$ cat src/rtl/hazard_sched.sv
// hazard_sched: E/M/W scoreboard, forwarding, stall/squash control, perf counters.
// Build option: define HAZ_FWD_EN for forwarding with load-use-only stalls.
module hazard_sched #(
   parameter int CNT_W = 16
) (
   input  logic             clk,
   input  logic             rst,
   input  logic             de_valid,
   input  logic [31:0]      instr_de,
   input  logic             br_taken_exe,
   input  logic             mem_busy,
   output logic             stall_f,
   output logic             stall_d,
   output logic             bubble_e,
   output logic             flush_d,
   output logic             freeze,
   output logic [1:0]       fwd_a_sel,
   output logic [1:0]       fwd_b_sel,
   output logic [CNT_W-1:0] stall_cnt,
   output logic [CNT_W-1:0] flush_cnt
);

   typedef struct packed {
      logic       valid;
      logic       wb_en;
      logic       is_load;
      logic [4:0] rd;
   } sb_t;

   typedef enum logic {
      RUN,
      SQ2
   } state_t;

   localparam logic [6:0] OP_LUI   = 7'b0110111;
   localparam logic [6:0] OP_AUIPC = 7'b0010111;
   localparam logic [6:0] OP_JAL   = 7'b1101111;
   localparam logic [6:0] OP_JALR  = 7'b1100111;
   localparam logic [6:0] OP_LOAD  = 7'b0000011;
   localparam logic [6:0] OP_IMM   = 7'b0010011;
   localparam logic [6:0] OP_OP    = 7'b0110011;
   localparam logic [6:0] OP_BR    = 7'b1100011;
   localparam logic [6:0] OP_ST    = 7'b0100011;

   sb_t              e_q, m_q, w_q, e_d;
   state_t           state_q, state_d;
   logic [CNT_W-1:0] stall_cnt_q, stall_cnt_d;
   logic [CNT_W-1:0] flush_cnt_q, flush_cnt_d;

   logic [6:0] opc;
   logic [4:0] rs1, rs2, rd;
   logic       dec_wr, dec_ld, use1, use2;
   logic       a_e, a_m, a_w, b_e, b_m, b_w;
   logic       dstall, squash;
   logic       unused_bits;

   assign opc = instr_de[6:0];
   assign rd  = instr_de[11:7];
   assign rs1 = instr_de[19:15];
   assign rs2 = instr_de[24:20];

   always_comb begin
      dec_wr = 1'b0;
      dec_ld = 1'b0;
      use1   = 1'b0;
      use2   = 1'b0;
      unique case (opc)
         OP_LUI, OP_AUIPC, OP_JAL: dec_wr = 1'b1;
         OP_JALR, OP_IMM: begin
            dec_wr = 1'b1;
            use1   = 1'b1;
         end
         OP_LOAD: begin
            dec_wr = 1'b1;
            dec_ld = 1'b1;
            use1   = 1'b1;
         end
         OP_OP: begin
            dec_wr = 1'b1;
            use1   = 1'b1;
            use2   = 1'b1;
         end
         OP_BR, OP_ST: begin
            use1 = 1'b1;
            use2 = 1'b1;
         end
         default: ;
      endcase
   end

   function automatic logic hit(sb_t s, logic [4:0] rs, logic used);
      return used && s.valid && s.wb_en && (s.rd != 5'd0) && (s.rd == rs);
   endfunction

   assign a_e = hit(e_q, rs1, use1 & de_valid);
   assign a_m = hit(m_q, rs1, use1 & de_valid);
   assign a_w = hit(w_q, rs1, use1 & de_valid);
   assign b_e = hit(e_q, rs2, use2 & de_valid);
   assign b_m = hit(m_q, rs2, use2 & de_valid);
   assign b_w = hit(w_q, rs2, use2 & de_valid);

`ifdef HAZ_FWD_EN
   function automatic logic [1:0] fsel(logic e, logic m, logic w, logic eld);
      if (e && !eld) return 2'b01;
      if (m)         return 2'b10;
      if (w)         return 2'b11;
      return 2'b00;
   endfunction

   assign dstall    = (a_e | b_e) & e_q.is_load;
   assign fwd_a_sel = fsel(a_e, a_m, a_w, e_q.is_load);
   assign fwd_b_sel = fsel(b_e, b_m, b_w, e_q.is_load);
`else
   // No bypass network: wait until the producer has left W.
   assign dstall    = a_e | a_m | a_w | b_e | b_m | b_w;
   assign fwd_a_sel = 2'b00;
   assign fwd_b_sel = 2'b00;
`endif

   assign squash = (state_q == SQ2) | br_taken_exe;

   always_comb begin
      stall_f     = 1'b0;
      stall_d     = 1'b0;
      bubble_e    = 1'b0;
      flush_d     = 1'b0;
      freeze      = 1'b0;
      state_d     = state_q;
      stall_cnt_d = stall_cnt_q;
      flush_cnt_d = flush_cnt_q;
      if (mem_busy) begin
         freeze  = 1'b1;
         stall_f = 1'b1;
         stall_d = 1'b1;
      end else if (squash) begin
         flush_d  = 1'b1;
         bubble_e = 1'b1;
         if (state_q == RUN) begin
            state_d = SQ2;
            if (flush_cnt_q != '1) flush_cnt_d = flush_cnt_q + CNT_W'(1);
         end else begin
            state_d = RUN;
         end
      end else if (dstall) begin
         stall_f  = 1'b1;
         stall_d  = 1'b1;
         bubble_e = 1'b1;
         if (stall_cnt_q != '1) stall_cnt_d = stall_cnt_q + CNT_W'(1);
      end
      e_d = '0;
      if (de_valid && !bubble_e && !flush_d) begin
         e_d = '{valid: 1'b1, wb_en: dec_wr, is_load: dec_ld, rd: rd};
      end
   end

   always_ff @(posedge clk or posedge rst) begin
      if (rst) begin
         e_q         <= '0;
         m_q         <= '0;
         w_q         <= '0;
         state_q     <= RUN;
         stall_cnt_q <= '0;
         flush_cnt_q <= '0;
      end else if (!mem_busy) begin
         w_q         <= m_q;
         m_q         <= e_q;
         e_q         <= e_d;
         state_q     <= state_d;
         stall_cnt_q <= stall_cnt_d;
         flush_cnt_q <= flush_cnt_d;
      end
   end

   assign stall_cnt = stall_cnt_q;
   assign flush_cnt = flush_cnt_q;

   assign unused_bits = ^{instr_de[31:25], instr_de[14:12],
                          w_q.is_load, e_q.is_load};

endmodule

$ cat config.mk
export PLATFORM = sky130hd
export DESIGN_NAME = hazard_sched
export DESIGN_NICKNAME = d
export VERILOG_FILES = /design/src/rtl/hazard_sched.sv
export SDC_FILE = /design/constraint.sdc
export NUM_CORES = 1
export LEC_CHECK = 0
export ABC_CLOCK_PERIOD_IN_PS = 2840
export CORE_ASPECT_RATIO = 0.6
export CORE_UTILIZATION = 44
export CTS_CLUSTER_SIZE = 20
export DETAILED_ROUTE_END_ITERATION = 12
export PLACE_DENSITY = 0.8
export SLEW_MARGIN = 5
export SYNTH_ARGS = -nofsm -noshare
export SYNTH_HDL_FRONTEND = slang
export SYNTH_SLANG_ARGS = --single-unit
export TNS_END_PERCENT = 5
$ cat constraint.sdc
create_clock -name clk -period 2.84 [get_ports clk]
set_input_delay 0.71 -clock clk [delete_from_list [all_inputs] [get_ports clk]]
set_output_delay 0.71 -clock clk [all_outputs]
set_load 0.01 [all_outputs]
* Yosys cells after proc, flatten, opt, wreduce, memory -nomap -nowiden
Cells that the tools add are included.
** Storage, ports and cells
- Output and inout bits :: 41
- Word-level logic and storage cells :: 93
- Input port bits :: 37
- Register bits :: 54
** Operators by class
- Add/sub/neg operators :: 2
- Bitwise gates (word level) :: 11
- Muxes and demuxes :: 14
- Eq/ne operators :: 17
- Reductions and logical operators :: 37
** Operator list (count)
- adder 16 x 1 -> 16 bit, second input constant :: 2
- != test 16 bit, second input constant :: 2
- == test 5 bit :: 6
- logical AND 1 bit :: 26
- == test 7 x 6 -> 1 bit, second input constant :: 3
- == test 7 bit, second input constant :: 3
- nonzero test 5 bit :: 3
- == test 7 x 5 -> 1 bit, second input constant :: 2
- 2-to-1 mux 1 bit :: 13
- 2-to-1 mux 8 bit :: 1
- AND reduction 4 bit :: 2
- == test 7 x 2 -> 1 bit, second input constant :: 1
- OR reduction 7 bit :: 1
- bitwise OR 1 bit :: 6
- OR reduction 6 bit :: 1
- inverter 1 bit :: 3
- OR reduction 3 bit :: 1
- AND 1 bit :: 2
- zero test 1 bit :: 2
- AND reduction 2 bit :: 1

* Longest topological paths before layout
Gate-level depths: netlist of run 1.
- Word-level depth :: 20
- Gate-level depth with buffers :: 8
- Gate-level depth less buffers :: 7

* Worst setup path before layout of run 1
OpenSTA, ideal clock, no wires.
- Path type :: flip-flop to output port
- Start :: register e_q[1] (netlist bit)
- End :: output port stall_f
- Slack :: -0.052 ns
- Data arrival time :: 2.182 ns
- Cell stages (with the launch flop) :: 9
- Cells stage by stage :: dfrtp_1 or4_1 o211ai_2 nor4_1 o31ai_2 and2_1 buf_4 o21bai_1 buf_4
** Between the ends
- Longest elaborated chain between the ends :: 11
** RTL lines
- start: declaration :: line 45 : sb_t e_q, m_q, w_q, e_d;
- start signal: assignment :: line 158 : e_q <= '0;
- start signal: assignment :: line 167 : e_q <= e_d;
- nonzero test 5 bit :: line 92 : return used && s.valid && s.wb_en && (s.rd != 5'd0) && (s.rd == rs);
- logical AND 1 bit (2 in a row) :: line 92
- bitwise OR 1 bit (2 in a row) :: line 115 : assign dstall = a_e | a_m | a_w | b_e | b_m | b_w;
- bitwise OR 1 bit (*) (3 in a row) :: line 115
- 2-to-1 mux 1 bit (*) (3 in a row)
- end: declaration :: line 12 : output logic stall_f,
Mark *: on every way between the ends. The rest lies on a longest branch, timed or not.

* Final worst setup path of run 1
- Start :: register e_q[4] (netlist bit)
- End :: output port bubble_e
** Between the ends
- Longest elaborated chain between the ends :: 11
** RTL lines
- nonzero test 5 bit :: line 92
- logical AND 1 bit (2 in a row) :: line 92
- bitwise OR 1 bit (2 in a row) :: line 115
- bitwise OR 1 bit (*) (3 in a row) :: line 115
- 2-to-1 mux 1 bit (*) :: line 144 : end else if (dstall) begin
- 2-to-1 mux 1 bit (*) :: line 135 : end else if (squash) begin
- 2-to-1 mux 1 bit (*) :: line 131 : if (mem_busy) begin
- end: declaration :: line 14 : output logic bubble_e,
Marked as above.

==> results.md, run 1 <==
- Outcome: finished, violations left
- Failing checks: setup timing
- Final Hold Fails: 0
- Pins Over Slew Limit: 0
- Most frequent cell after synthesis: dfrtp_1
- Met1 usage: 0.3412
- Synth Register Bits: 54
- Layout cells sized above 1: 0.2164
- CP startpoint kind: register
- Post-synth top area share: 0.4586
- Overflow after GRT: 0
- Slowest stage delay, CP: 0.55 ns
- VDD IR-drop max: around 290 uV
- Library cells used by synthesis: 39
- WL final: just over 7 mm
- Gpl congestion: roughly 0.9
- Slew HR: 0.5510
- Clock transition at the registers of the reported paths: 0.11 ns
- Crit path DAT: roughly 2.3 ns
- Global-route wire length before repair: ~12 mm
- Vias in the first global route: about 2300
- CTS tree: done
- Setup ws final: -0.1862 ns
- Yosys warnings: 0
- Wirelength per Cell: between 15 and 20 um
- Drt pass-1 iters: 4
- Area delta synth->final: 36.99%
- Synth Flop Type: dfrtp_1
- Mean Syn Cell Area: between 10 and 15 sq um
- Met2 Use GR: 0.3045
- Max_cap viols: 0
- FMAX: 0.3304 GHz
- Fill count: roughly 500
- Die Wd: 107.6 um
- Synthesized instance count: 270
- Starting Density: 0.4695
- Req. time, crit path: about 2.1 ns
- Root Buffer: clkbuf_8
- Die area: between 0.007 and 0.008 sq mm
- I/O Buffers: 63
- Core area: around 0.0063 sq mm
- Placement Cell Area: 0.003867 sq mm
- Max Clock Skew: 0.006091 ns
- Hold-fix buffers, CTS: 0
- Top cells by count, synth: 54 x dfrtp_1, 35 x xor2_1, 26 x nand2_1
- Drt drc: 0
- Clock Tree Buf Depth: 2
- Slowest CP cell: or4_4
- Top Usage Layer GRT: met1
- Vias per inst: approximately 5.2
- Final instance area: approximately 0.004 sq mm
- Min-Delay Path Class: reg2reg
- H-tree levels: 2
- Post-detail-place hpwl: 5.440 mm
- Nets: between 400 and 500
- Cell-by-cell trace of the critical path: or4_4 > o211ai_4 > buf_4 > nor4_4 > o31ai_4 > and2_4 > o22ai_1 > buf_2
- Initial antenna violation count: 0
- Ys async rst share: 1.000
- Cell Rows: 22
- Crit Path Class: reg2out
- All-layer global routing usage: 0.2195
- Cell Pwr Density: 460.4 mW/mm^2
- Flop-to-flop setup slack: 0.51 ns
- Seq/Total Area, Yosys: 0.4586
- Crit path max fanout: 3
- Clock sink total: 54
- Worst-Margin Slew: between 0.6 and 0.7 ns
- TritonCTS buffer count: 5
- Via count: roughly 2400
- Initial DRC Count: around 100
- Synth top area cells: dfrtp_1 46%, xor2_1 10%, xnor2_1 7.4%, mux2_2 5.7%, nand2_1 3.3%
- Worst Hold Margin: 0.4980 ns
- Clock Latency Late Sink: ~0.32 ns
- Area leader, netlist: dfrtp_1
- Cell Area, Synth: 0.002947 sq mm
- Fraction of the cycle the final worst path needs: 1.066
- Chip height: ~65 um
- Period minus WS final: a little over 3 ns
- Setup violations, final: 3
- RSZ-0062 raised after global routing: yes
- Worst Setup End Kind: output port
- Pin count of the biggest net entering global routing: 31
- Top Ports: 78
- Ant. Diodes: 0
- Antenna Nets Post-Route: 0
- Pleak: between 1.5 and 2 nW
- Post-synth EDFFs: 0
- Met3 layer usage reported by global route: 0.05853
==> cell families (layout without fill, tap and decap cells) <==
logic type / after synthesis / count (layout) / synth area share
mux: 16 / 16 / 0.06242
other cells: 1 / 4 / 0.001273
flops: 54 / 54 / 0.4586
compound gates: 33 / 33 / 0.1040
simple gates: 86 / 86 / 0.1499
buf+inv: 18 / 110 / 0.03694
xor+xnor: 60 / 60 / 0.1783
fa+ha+maj: 2 / 2 / 0.008491
==> power by group <==
part	internal [mW]	leakage [nW]	switching [mW]	total [mW]
registers	0.827	0.728	0.0875	0.914
logic	0.224	1.03	0.178	0.402
clock network	0.268	0.0587	0.275	0.542
==> state kept, by name, summed over array words and instances (netlist names) <==
| signal | count |
|---|---|
| e_q | 7 |
| flush_cnt | 16 |
| state_q | 1 |
| stall_cnt | 16 |
| w_q | 7 |
| m_q | 7 |
==> layout by cell type (no fill, tap or decap), drive strengths merged, types with 2 or more instances in the layout <==
cell type      synthesis  final
dfrtp                 54     54
clkdlybuf4s50          0     49
buf                    9     37
xor2                  35     35
nand2                 26     26
xnor2                 25     25
mux2                  16     16
nor2                  15     15
dlygate4sd2            0     11
nand4                  9      9
a2111oi                9      9
and3                   7      7
a211oi                 7      7
nand3                  6      6
a32o                   6      6
nor4                   6      6
inv                    5      6
clkbuf                 4      5
nor3                   5      5
conb                   1      4
and2                   3      3
a21oi                  3      3
or4                    2      2
nor2b                  2      2
nand2b                 2      2
ha                     2      2
o31ai                  2      2
==> through the flow <==
step / power, mW / TNS [ns] / cells / setup WS [ns] / util
after global placement: 1.307 / -4.177 / 440 / -0.8124 / 0.6162
after detailed placement: 1.317 / -4.370 / 440 / -0.7620 / 0.6162
after CTS: 1.855 / -0.5271 / 449 / -0.1760 / 0.6386
after global routing: 1.955 / -0.7829 / 449 / -0.2713 / 0.6431
after floorplan: 1.094 / 0 / 273 / 0.01222 / -
final: 1.858 / -0.5433 / 449 / -0.1862 / 0.6431
==> critical path, delay by kind of cell, from the launching register on <==
family          cells  cell delay, ns
simple gates        3            0.81
compound gates      3            0.49
flops               1            0.39
buf+inv             2            0.30
==> routing by layer <==
layer / vias to the layer above / wire length (um)
met1: 1139 / 3827
met5: - / 0
li1: 1139 / -
met4: 0 / 40
met3: 6 / 455
met2: 66 / 2794
==> layout make-up <==
type                    count  area [sq um]  share of cell area
clock inverters             3         47.55             0.01178
repair buffers             97         869.6              0.2154
multi-input cells         201          1575              0.3903
inverters                   5         18.77            0.004650
well taps                  84         105.1             0.02604
clock buffers               5         68.82             0.01705
flip-flops and latches     54          1351              0.3348
==> worst paths after layout <==
check	from	to	depth (start not counted)
worst max-delay path	e_q[4]	bubble_e	8
worst min-delay path	stall_cnt[4]	stall_cnt[4]	1
worst max register to register	e_q[4]	stall_cnt[7]	9
worst min register to register	stall_cnt[4]	stall_cnt[4]	1
max in group asynchronous	rst	m_q[4]	3
min in group asynchronous	rst	flush_cnt[3]	2
==> what timing repair did <==
item,CTS,global route
buffers inserted,1,0
pin swaps,8,2
resized for setup,31,5
setup endpoints to repair,4,3
Power figures use the tool's default switching activity.
==> run 2, diff against run 1 <==
- ABC_CLOCK_PERIOD_IN_PS: 2840 -> 3200
- CORE_UTILIZATION: 44 -> 49
- PLACE_DENSITY: 0.8 -> 0.85
- clock period: 2.84 -> 3.2 ns (I/O delays scaled with it)
==> results.md, run 2 (same netlist as run 1, synthesis figures left out) <==
- Slew HR: 0.5544
- Drt pass-1 iters: 4
- Clock sink total: 54
- Setup ws final: about 0.055 ns
- Placement Cell Area: about 0.0038 sq mm
- Max Clock Skew: between 0.009 and 0.01 ns
- Fraction of the cycle the final worst path needs: 0.9829
- Nets: between 300 and 400
- Area delta synth->final: 34.01%
- Antenna Nets Post-Route: 0
- Min-Delay Path Class: reg2reg
- FMAX: roughly 0.32 GHz
- Max_cap viols: 0
- Vias in the first global route: 2236
- Crit path DAT: 2.35 ns
- Outcome: finished, final reports clean
- Clock Tree Buf Depth: 2
- Dpl ws: -0.7054 ns
- Setup violations, final: 0
- All-layer global routing usage: 0.2288
- Cell Pwr Density: around 410 mW/mm^2
- Global-route wire length before repair: 10.87 mm
- Gpl congestion: 0.8756
- Drt drc: 0
- TritonCTS buffer count: 5
- Root Buffer: clkbuf_8
- Clock Latency Late Sink: approximately 0.30 ns
- Top Ports: slightly below 80
- Overflow after GRT: 0
- Pin count of the biggest net entering global routing: 26
- CP startpoint kind: primary input
- Starting Density: 0.5192
- H-tree levels: 2
- Layout cells sized above 1: 0.2028
- Post-detail-place hpwl: a little over 5 mm
- Cell Rows: 21
- Chip height: about 62 um
- Final Hold Fails: 0
- Die Wd: a little over 100 um
- Pleak: 1.764 nW
- Via count: about 2300
- Pins Over Slew Limit: 0
- Crit Path Class: in2out
- RSZ-0062 raised after global routing: yes
- Final instance area: between 0.003 and 0.004 sq mm
- Worst-Margin Slew: between 0.6 and 0.7 ns
- Die area: around 0.0063 sq mm
- Crit path max fanout: 22
- Core area: ~0.0057 sq mm
- Postcts setup bufs: 0
- Hold-fix buffers, CTS: 0
- Wirelength per Cell: 15.69 um
- Ant. Diodes: 0
- Initial antenna violation count: 0
- Commonest non-fill, non-tap cell in the layout: dfrtp_1
- VDD IR-drop max: 246.5 uV
- Initial DRC Count: between 100 and 150
- I/O Buffers: 63
- Req. time, crit path: between 2 and 2.5 ns
- Vias per inst: 5.384
- CTS tree: done
- Most frequent cells in the layout: 54 x dfrtp_1, 50 x clkdlybuf4s50_1, 34 x xor2_1
- Worst Setup End Kind: output port
- WL final: 6.823 mm
- Clock transition at the registers of the reported paths: 0.09 ns
- Period minus WS final: between 3 and 4 ns
==> run 2: power by group <==
part | switching [mW] | internal [mW] | leakage, nW
registers | 0.0716 | 0.734 | 0.728
clock network | 0.223 | 0.258 | 0.0618
logic | 0.150 | 0.186 | 0.974
total | 0.444 | 1.18 | 1.76
==> run 2: routing by layer <==
metal | routed length [um] | vias up | part of all wire | track usage
met5 | 0 | - | 0 | 0
met4 | 29 | 0 | 0.0043 | 0.05510
met3 | 524 | 4 | 0.077 | 0.05034
met2 | 2909 | 69 | 0.43 | 0.3509
met1 | 3358 | 1144 | 0.49 | 0.3338
li1 | - | 1125 | - | -
==> run 2: path summary, 6_finish.rpt <==
path / from / cells after the start / end / slack (ns)
worst max-delay path: mem_busy / 3 / freeze / 0.05
worst min-delay path: stall_cnt[12] / 1 / stall_cnt[12] / 0.50
worst max register to register: m_q[1] / 7 / stall_cnt[9] / 0.79
worst min register to register: stall_cnt[12] / 1 / stall_cnt[12] / 0.50
max in group asynchronous: rst / 3 / w_q[3] / 1.85
min in group asynchronous: rst / 2 / stall_cnt[7] / 0.74
==> run 2: through the flow <==
stage               total power [mW]    util  setup TNS [ns]  cells  hold slack (ns)
floorplan                     0.9708       -               0    273           0.4706
CTS                            1.625  0.6869               0    435           0.5008
global route                   1.703  0.6958               0    435           0.5099
finish                         1.622  0.6958               0    435           0.4968
detailed placement             1.149  0.6658          -2.066    427           0.4794
global placement               1.137  0.6658          -2.019    427           0.4760
==> run 2: critical path, cell delays in order <==
cell and delay [ns]:
clkdlybuf4s50_1 0.62, buf_4 0.33, clkdlybuf4s50_1 0.59
==> run 2: cell type report <==
cell class              instances  area [sq um]
repair buffers                 87         780.7
inverters                       5         18.77
flip-flops and latches         54          1351
multi-input cells             201          1577
well taps                      80         100.1
clock inverters                 2         38.79
clock buffers                   6         82.58
fillers                       441          1727
==> run 2: timing repair <==
action                                  4_1_cts  5_1_grt
endpoints found under the setup margin        3        3
gates resized for setup                      28       10
pin swaps                                     9        6
